==> src/rtl/ct_had_acc_arb.sv <==
// ct_had_acc_arb: two-requester round-robin sequencer for HAD IR/DR accesses.
// Ports: cpuclk/cpurst, ctrl_xx_dbg_disable, req0_*/req1_* request+response,
//   resp_err/resp_rdata shared response, core_* completion, arb_* update pulses.
`timescale 1ns/1ps
module ct_had_acc_arb #(
  parameter int IR_GAP  = 2,
  parameter int TO_W    = 8,
  parameter int TIMEOUT = 200
) (
  input  logic        cpuclk,
  input  logic        cpurst,
  input  logic        ctrl_xx_dbg_disable,
  input  logic        req0_vld,
  input  logic [15:0] req0_hacr,
  input  logic [63:0] req0_wdata,
  output logic        req0_rdy,
  output logic        req0_resp_vld,
  input  logic        req1_vld,
  input  logic [15:0] req1_hacr,
  input  logic [63:0] req1_wdata,
  output logic        req1_rdy,
  output logic        req1_resp_vld,
  output logic        resp_err,
  output logic [63:0] resp_rdata,
  input  logic        core_wr_ack,
  input  logic        core_rdata_vld,
  input  logic [63:0] core_rdata,
  output logic        arb_update_ir,
  output logic        arb_update_dr,
  output logic [63:0] arb_wdata,
  output logic        arb_busy
);

  localparam logic [2:0] S_IDLE = 3'd0;
  localparam logic [2:0] S_IR   = 3'd1;
  localparam logic [2:0] S_GAP  = 3'd2;
  localparam logic [2:0] S_DR   = 3'd3;
  localparam logic [2:0] S_WAIT = 3'd4;
  localparam logic [2:0] S_RESP = 3'd5;

  localparam logic [3:0]      GAP_LD  = 4'(IR_GAP - 1);
  localparam logic [TO_W-1:0] TO_LAST = TO_W'(TIMEOUT - 1);
  localparam logic [TO_W-1:0] TO_ONE  = TO_W'(1);

  logic [2:0]      r_state;
  logic [2:0]      w_nxt;
  logic [3:0]      r_gap;
  logic [3:0]      w_gap;
  logic [TO_W-1:0] r_to;
  logic [TO_W-1:0] w_to;
  logic            r_rr;
  logic            r_own;
  // {rw, go, ex} of the granted HACR
  logic [2:0]      r_cmd;
  logic [63:0]     r_wdata;

  logic            r_ir;
  logic            r_dr;
  logic            r_rv0;
  logic            r_rv1;
  logic            r_err;
  logic            r_busy;
  logic [63:0]     r_rdata;
  logic [63:0]     r_awdata;

  logic            w_idle;
  logic            w_rdy0;
  logic            w_rdy1;
  logic            w_acc;
  logic [15:0]     w_sel_hacr;
  logic [63:0]     w_sel_wdata;
  logic            w_done;
  logic            w_ir;
  logic            w_dr;
  logic            w_resp;
  logic            w_err;
  logic [63:0]     w_rdata;
  logic [63:0]     w_awdata;

  assign w_idle = (r_state == S_IDLE) & ~ctrl_xx_dbg_disable;
  // rr_ptr only breaks ties; a lone requester always wins
  assign w_rdy0 = w_idle & req0_vld & (~req1_vld | ~r_rr);
  assign w_rdy1 = w_idle & req1_vld & (~req0_vld | r_rr);
  assign w_acc  = w_rdy0 | w_rdy1;

  assign w_sel_hacr  = w_rdy1 ? req1_hacr  : req0_hacr;
  assign w_sel_wdata = w_rdy1 ? req1_wdata : req0_wdata;

  assign w_done = r_cmd[2] ? core_rdata_vld : core_wr_ack;

  always_comb begin
    w_nxt    = r_state;
    w_gap    = r_gap;
    w_to     = r_to;
    w_ir     = 1'b0;
    w_dr     = 1'b0;
    w_resp   = 1'b0;
    w_err    = 1'b0;
    w_rdata  = 64'd0;
    w_awdata = r_awdata;
    case (r_state)
      S_IDLE: begin
        if (w_acc) begin
          w_nxt    = S_IR;
          w_ir     = 1'b1;
          w_awdata = {48'd0, w_sel_hacr};
        end
      end
      S_IR: begin
        if (ctrl_xx_dbg_disable) begin
          w_resp = 1'b1;
          w_err  = 1'b1;
        end else begin
          w_nxt = S_GAP;
          w_gap = GAP_LD;
        end
      end
      S_GAP: begin
        if (ctrl_xx_dbg_disable) begin
          w_resp = 1'b1;
          w_err  = 1'b1;
        end else if (r_gap != 4'd0) begin
          w_gap = r_gap - 4'd1;
        end else if (r_cmd[2]) begin
          w_nxt = S_WAIT;
          w_to  = '0;
        end else if (|r_cmd[1:0]) begin
          // go/ex writes expect no completion from the core
          w_resp = 1'b1;
        end else begin
          w_nxt    = S_DR;
          w_dr     = 1'b1;
          w_awdata = r_wdata;
        end
      end
      S_DR: begin
        if (ctrl_xx_dbg_disable) begin
          w_resp = 1'b1;
          w_err  = 1'b1;
        end else begin
          w_nxt = S_WAIT;
          w_to  = '0;
        end
      end
      S_WAIT: begin
        if (ctrl_xx_dbg_disable) begin
          w_resp = 1'b1;
          w_err  = 1'b1;
        end else if (w_done) begin
          // completion beats a coincident timeout
          w_resp  = 1'b1;
          w_rdata = r_cmd[2] ? core_rdata : 64'd0;
        end else if (r_to == TO_LAST) begin
          w_resp = 1'b1;
          w_err  = 1'b1;
        end else begin
          w_to = r_to + TO_ONE;
        end
      end
      S_RESP: begin
        w_nxt = S_IDLE;
      end
      default: begin
        w_nxt = S_IDLE;
      end
    endcase
    if (w_resp) begin
      w_nxt = S_RESP;
    end
  end

  always_ff @(posedge cpuclk) begin
    if (cpurst) begin
      r_state  <= S_IDLE;
      r_gap    <= 4'd0;
      r_to     <= '0;
      r_rr     <= 1'b0;
      r_own    <= 1'b0;
      r_cmd    <= 3'd0;
      r_wdata  <= 64'd0;
      r_ir     <= 1'b0;
      r_dr     <= 1'b0;
      r_rv0    <= 1'b0;
      r_rv1    <= 1'b0;
      r_err    <= 1'b0;
      r_busy   <= 1'b0;
      r_rdata  <= 64'd0;
      r_awdata <= 64'd0;
    end else begin
      r_state  <= w_nxt;
      r_gap    <= w_gap;
      r_to     <= w_to;
      r_ir     <= w_ir;
      r_dr     <= w_dr;
      r_rv0    <= w_resp & ~r_own;
      r_rv1    <= w_resp & r_own;
      r_err    <= w_err;
      r_rdata  <= w_rdata;
      r_busy   <= (w_nxt != S_IDLE);
      r_awdata <= w_awdata;
      if (w_acc) begin
        r_own   <= w_rdy1;
        r_rr    <= ~w_rdy1;
        r_cmd   <= w_sel_hacr[15:13];
        r_wdata <= w_sel_wdata;
      end
    end
  end

  assign req0_rdy      = w_rdy0;
  assign req1_rdy      = w_rdy1;
  assign req0_resp_vld = r_rv0;
  assign req1_resp_vld = r_rv1;
  assign resp_err      = r_err;
  assign resp_rdata    = r_rdata;
  assign arb_update_ir = r_ir;
  assign arb_update_dr = r_dr;
  assign arb_wdata     = r_awdata;
  assign arb_busy      = r_busy;

endmodule

==> config.mk <==
export PLATFORM = sky130hd
export DESIGN_NAME = ct_had_acc_arb
export DESIGN_NICKNAME = d
export VERILOG_FILES = /design/src/rtl/ct_had_acc_arb.sv
export SDC_FILE = /design/constraint.sdc
export NUM_CORES = 1
export LEC_CHECK = 0
export ABC_AREA = 1
export CAP_MARGIN = 20
export CORE_UTILIZATION = 45
export DETAILED_ROUTE_END_ITERATION = 10
export HOLD_SLACK_MARGIN = 0.12
export PLACE_DENSITY = 0.85
export SLEW_MARGIN = 20
export SYNTH_ARGS = -nofsm -noshare
export SYNTH_HDL_FRONTEND = slang
export SYNTH_SLANG_ARGS = --single-unit
==> constraint.sdc <==
create_clock -name cpuclk -period 3.55 [get_ports cpuclk]
set_input_delay 0.5325 -clock cpuclk [delete_from_list [all_inputs] [get_ports cpuclk]]
set_output_delay 0.5325 -clock cpuclk [all_outputs]
set_load 0.01 [all_outputs]
# Word-level counts from Yosys, hierarchy flattened
# Index checks and enable logic that the tools add are counted.
# totals
register_bits	218
wordCells	114
# classes
addsub	2
eq_ne	17
muxes	44
n_bitwise	21
n_reduce_logical	15
# ops
op	n
$mux 64	6
$pmux 64 s2	1
$mux 8	7
$mux 3	8
$ne 2x2->1 const B	12
$pmux 8 s3	1
$mux 16	1
$pmux 3 s5	1
$mux 1	13
$mux 4	3
$not 1->1	11
$reduce_or 5->1	2
$add 8x1->8 const B	1
$eq 8x8->1 const B	1
$pmux 4 s2	1
$reduce_and 8->1	1
$and 1x1->1	7
$eq 3x2->1 const B	2
$reduce_and 6->1	1
$reduce_bool 3->1	2
$reduce_or 2->1	3
$reduce_and 4->1	1
$reduce_bool 2->1	2
$reduce_bool 4->1	1
other kinds (8)	10

# Longest topological paths before layout
# logic_depth
ltp_word	9
mapped_depth	12

# Least setup slack after synthesis
# Ideal clock, no wire load.
# synth_timing
path_type	input to output
start	input port ctrl_xx_dbg_disable
end	output port req1_rdy
arrival_ps	1323
path_slack_ps	1694
stages	4
path_cell_list	inv_1 -> nand3_4 -> nor2_1 -> clkbuf_1
# synth_between
elab_chain_len	4
# synth_lines
item	line	rtl
start: declaration	12	input logic ctrl_xx_dbg_disable,
$not 1->1	80	assign w_idle = (r_state == S_IDLE) & ~ctrl_xx_dbg_disable;
$and 1x1->1	80	
$and 1x1->1 (2 in series)	83	assign w_rdy1 = w_idle & req1_vld & (~req0_vld | r_rr);
end: declaration	21	output logic req1_rdy,
# No other way between the ends.

# Final worst setup path
# Same ends and word-level chain as after synthesis.

==> summary.txt <==
Floorplan
  – Total die area: between 20,000 and 25,000 sq um
  – Core box area: roughly 19,000 sq um
  – I/O pins: between 300 and 400
  – Die width: ~140 microns
  – Die H: about 140 microns
  – Initial Util: 46.5%
  – Std-Cell Rows: 50

STA
  – Slew Limit Fails: 0
  – Worst slew pin tran: 765 ps
  – Fin. Hold Viols: 0
  – Max Clock Skew: around 17 ps
  – Period minus WS final: between 2000 and 3000 ps
  – Final period utilization: between 80% and 90%
  – RSZ-0062 raised after global routing: no
  – Max frequency: roughly 350 MHz
  – Final setup fails: 0
  – Fin Setup TNS: 0 ps
  – Rel. slew slack: between 40% and 50%

Logic synthesis
  – Syn. warnings: 0
  – Synth top area share: between 40% and 50%
  – Synth Cell Area: roughly 8800 sq um
  – Top post-synthesis cells by area: dfxtp_1, nand2_1, nor2_1
  – Largest area contributor in the netlist: dfxtp_1
  – Synth Register Bits: roughly 220
  – Average size of a mapped cell: between 6 and 7 sq um
  – Seq/Total Area, Yosys: about half
  – Yosys cell types: 28
  – Syn Inst Count: approximately 1,300
  – Syn nets: about 1,500

Finish
  – Final net count: between 1,500 and 2,000
  – Final core utilization: 70.7%
  – Fraction of layout cells with a size suffix above 1: 4.30%
  – Diode count: 0
  – Layout area overhead: 52.1%

Place
  – # port buffers: around 370
  – Final estimated routing congestion in global placement: slightly below 0.9
  – Detailed placement HPWL: around 21,000 microns

Clock tree
  – Clk pin slew, worst setup/hold paths: about 60 ps
  – Worst-Skew Late Latency: roughly 520 ps
  – CTS tree: yes
  – Post-CTS Resized: 0
  – Cts hold-fix bufs: 0
  – Clock net sink count: between 200 and 250
  – CTS max path bufs: 3
  – Total CTS buffers: 24
  – Htree depth: 1
  – Clock Tree Root: clkbuf_16
  – # Post-CTS Setup Buffers: 0

Route
  – Post-route ant nets: 0
  – DRC viols: 0
  – DR vias/cell: roughly 5
  – WL final: around 30,000 microns
  – Total number of vias: roughly 9,200
  – Drt first pass iters: 5
  – Initial DRC Count: approximately 540
  – Routed wire per std cell: around 16 microns

Power
  – Power Dens Cells: around 600 nW/um^2
  – Worst ir drop on vdd: roughly 0.4 mV
  – Static leakage: 5.67 nW

Critical path
  – WP data required: roughly 3000 ps
  – CP endpoint kind: output port
  – Worst Setup Path Type: in2out
  – Reg2reg start: r_state[1]
  – Critical path fanouts, max: 13
  – CP cell instances: clkdlybuf4s50_1 > inv_1 > nand3_4 > nor2_4 > clkdlybuf4s50_1
  – CP top delay family: buffers and inverters
  – Slowest stage cell on the critical path: clkdlybuf4s50_1
  – Startpoint types: primary input
  – Critical path's most frequent cell: clkdlybuf4s50_1
  – Reg-to-reg endpoint: arb_wdata[26]
  – Worst reg2reg path depth: 10
  – Crit-path max cell delay: 600 ps
  – R2R Setup Slk: between 1000 and 1500 ps
  – WP buf/inv: 3
  – WP data arrival: roughly 2400 ps

Global route
  – GRT overflow: 0
  – Gr usage total: 28.7%
  – Largest net degree at the start of global routing: 96
  – M1 GR Usage: about a third
  – GR Util met2: 49.9%
  – Number of global-route vias before repair: between 8,000 and 9,000
  – First-pass GRT wire length: about 45,000 microns
  – Initial antenna violation count: 0
  – GR peak layer: met2
  – Met3 Use GR: under 10%

Min path
  – Hold_sp: r_own
  – Worst Hold End: req0_resp_vld
  – Hold depth: 1
  – Hold crit path type: reg2reg

Flow run
  – MaxCap Viol Count: 0

Outcome
  – Status: completed
[layout by cell type (no fill, tap or decap), types with 2 or more instances in the layout]
| cell | instances |
|---|---|
| nor2_4 | 4 |
| nand2_1 | 458 |
| a31oi_1 | 64 |
| nor2_1 | 223 |
| nand4_1 | 5 |
| clkdlybuf4s50_1 | 365 |
| inv_2 | 5 |
| or2_2 | 6 |
| clkbuf_8 | 5 |
| ha_1 | 2 |
| inv_1 | 118 |
| xor2_1 | 3 |
| clkbuf_16 | 24 |
| dfxtp_1 | 218 |
| o21ai_0 | 16 |
| nor3_1 | 4 |
| buf_12 | 2 |
| nand3_1 | 43 |
| clkbuf_1 | 6 |
| a21oi_1 | 20 |
| clkinv_2 | 3 |
| buf_4 | 13 |
| o21bai_1 | 10 |
[stage by stage]
stage	total power, mW	hold slack, ps	area [sq um]	cells	worst slack (ps)
2_1_floorplan	4.37	413	8820	1276	1690
3_3_place_gp	5.43	422	12600	1847	599
3_5_place_dp	5.48	444	12600	1847	551
4_1_cts	7.90	440	13400	1888	671
5_1_grt	8.28	464	13400	1888	572
6_report	7.85	454	13400	1888	669
[flip-flops by register name, indices dropped and copies added, names as in the netlist]
register and flops:
r_own 1, arb_busy 1, arb_update_ir 1, r_cmd 3
r_to 8, req1_resp_vld 1, r_rr 1, r_gap 4
r_state 3, r_wdata 64, arb_update_dr 1, req0_resp_vld 1
resp_rdata 64, resp_err 1, arb_wdata 64
[cell families after synthesis]
| logic type | Yosys count | synth area share, % |
|---|---|---|
| simple gates | 747 | 33.3 |
| flops | 218 | 49.5 |
| buf+inv | 192 | 8.71 |
| compound gates | 113 | 7.85 |
| xor+xnor | 4 | 0.397 |
| fa+ha+maj | 2 | 0.284 |
[power by group]
part / total (mW) / switching [mW] / internal [mW]
registers: 3.04 / 0.213 / 2.83
logic: 2.42 / 1.35 / 1.06
clock network: 2.40 / 0.980 / 1.42
[cell usage after synthesis]
cell      number
a31oi_1       64
nor2_1       225
o21ai_0       16
clkbuf_1      39
nand3b_1       1
xor2_1         3
or2_2          6
nor3_1         4
ha_1           2
inv_1        119
o211ai_1       1
nand3_4        1
nand2_1      458
nor2_4         2
a21oi_1       20
nor3_2         1
dfxtp_1      218
buf_2         20
nand3_1       43
inv_2          4
a21oi_4        1
o21bai_1      10
nor2_2         1
xnor2_1        1
buf_6          3
nand4_1        5
a31oi_2        1
buf_1          7
[worst register-to-register path: cells and delay by family, from the launching register on]
family	cells	cell delay, ps
flops	1	460
buf+inv	2	490
simple gates	8	1500
[routing by layer]
layer | part of all wire (%) | wire, microns
met1 | 40 | 11900
met2 | 48 | 14500
met3 | 7.5 | 2240
met4 | 4.4 | 1310
met5 | 0 | 0
[how the worst max path moves through the flow]
stage / from / to / slack [ps] / cells after the start
global route: ctrl_xx_dbg_disable / req1_rdy / 570 / 5
finish: ctrl_xx_dbg_disable / req1_rdy / 670 / 5
detailed placement: ctrl_xx_dbg_disable / r_wdata[41] / 550 / 8
global placement: ctrl_xx_dbg_disable / r_wdata[28] / 600 / 8
floorplan: ctrl_xx_dbg_disable / req1_rdy / 1690 / 4
CTS: ctrl_xx_dbg_disable / req1_rdy / 670 / 5
[layout make-up]
class / count / area (sq um)
Tap cell: 260 / 325
Clock inverter: 6 / 68.8
Timing Repair Buffer: 380 / 3790
Inverter: 123 / 462
Multi-Input combinational cell: 866 / 3700
Sequential cell: 218 / 4360
Clock buffer: 35 / 692
Fill cell: 1526 / 5550
No activity file was read; power rests on OpenSTA's default activity.
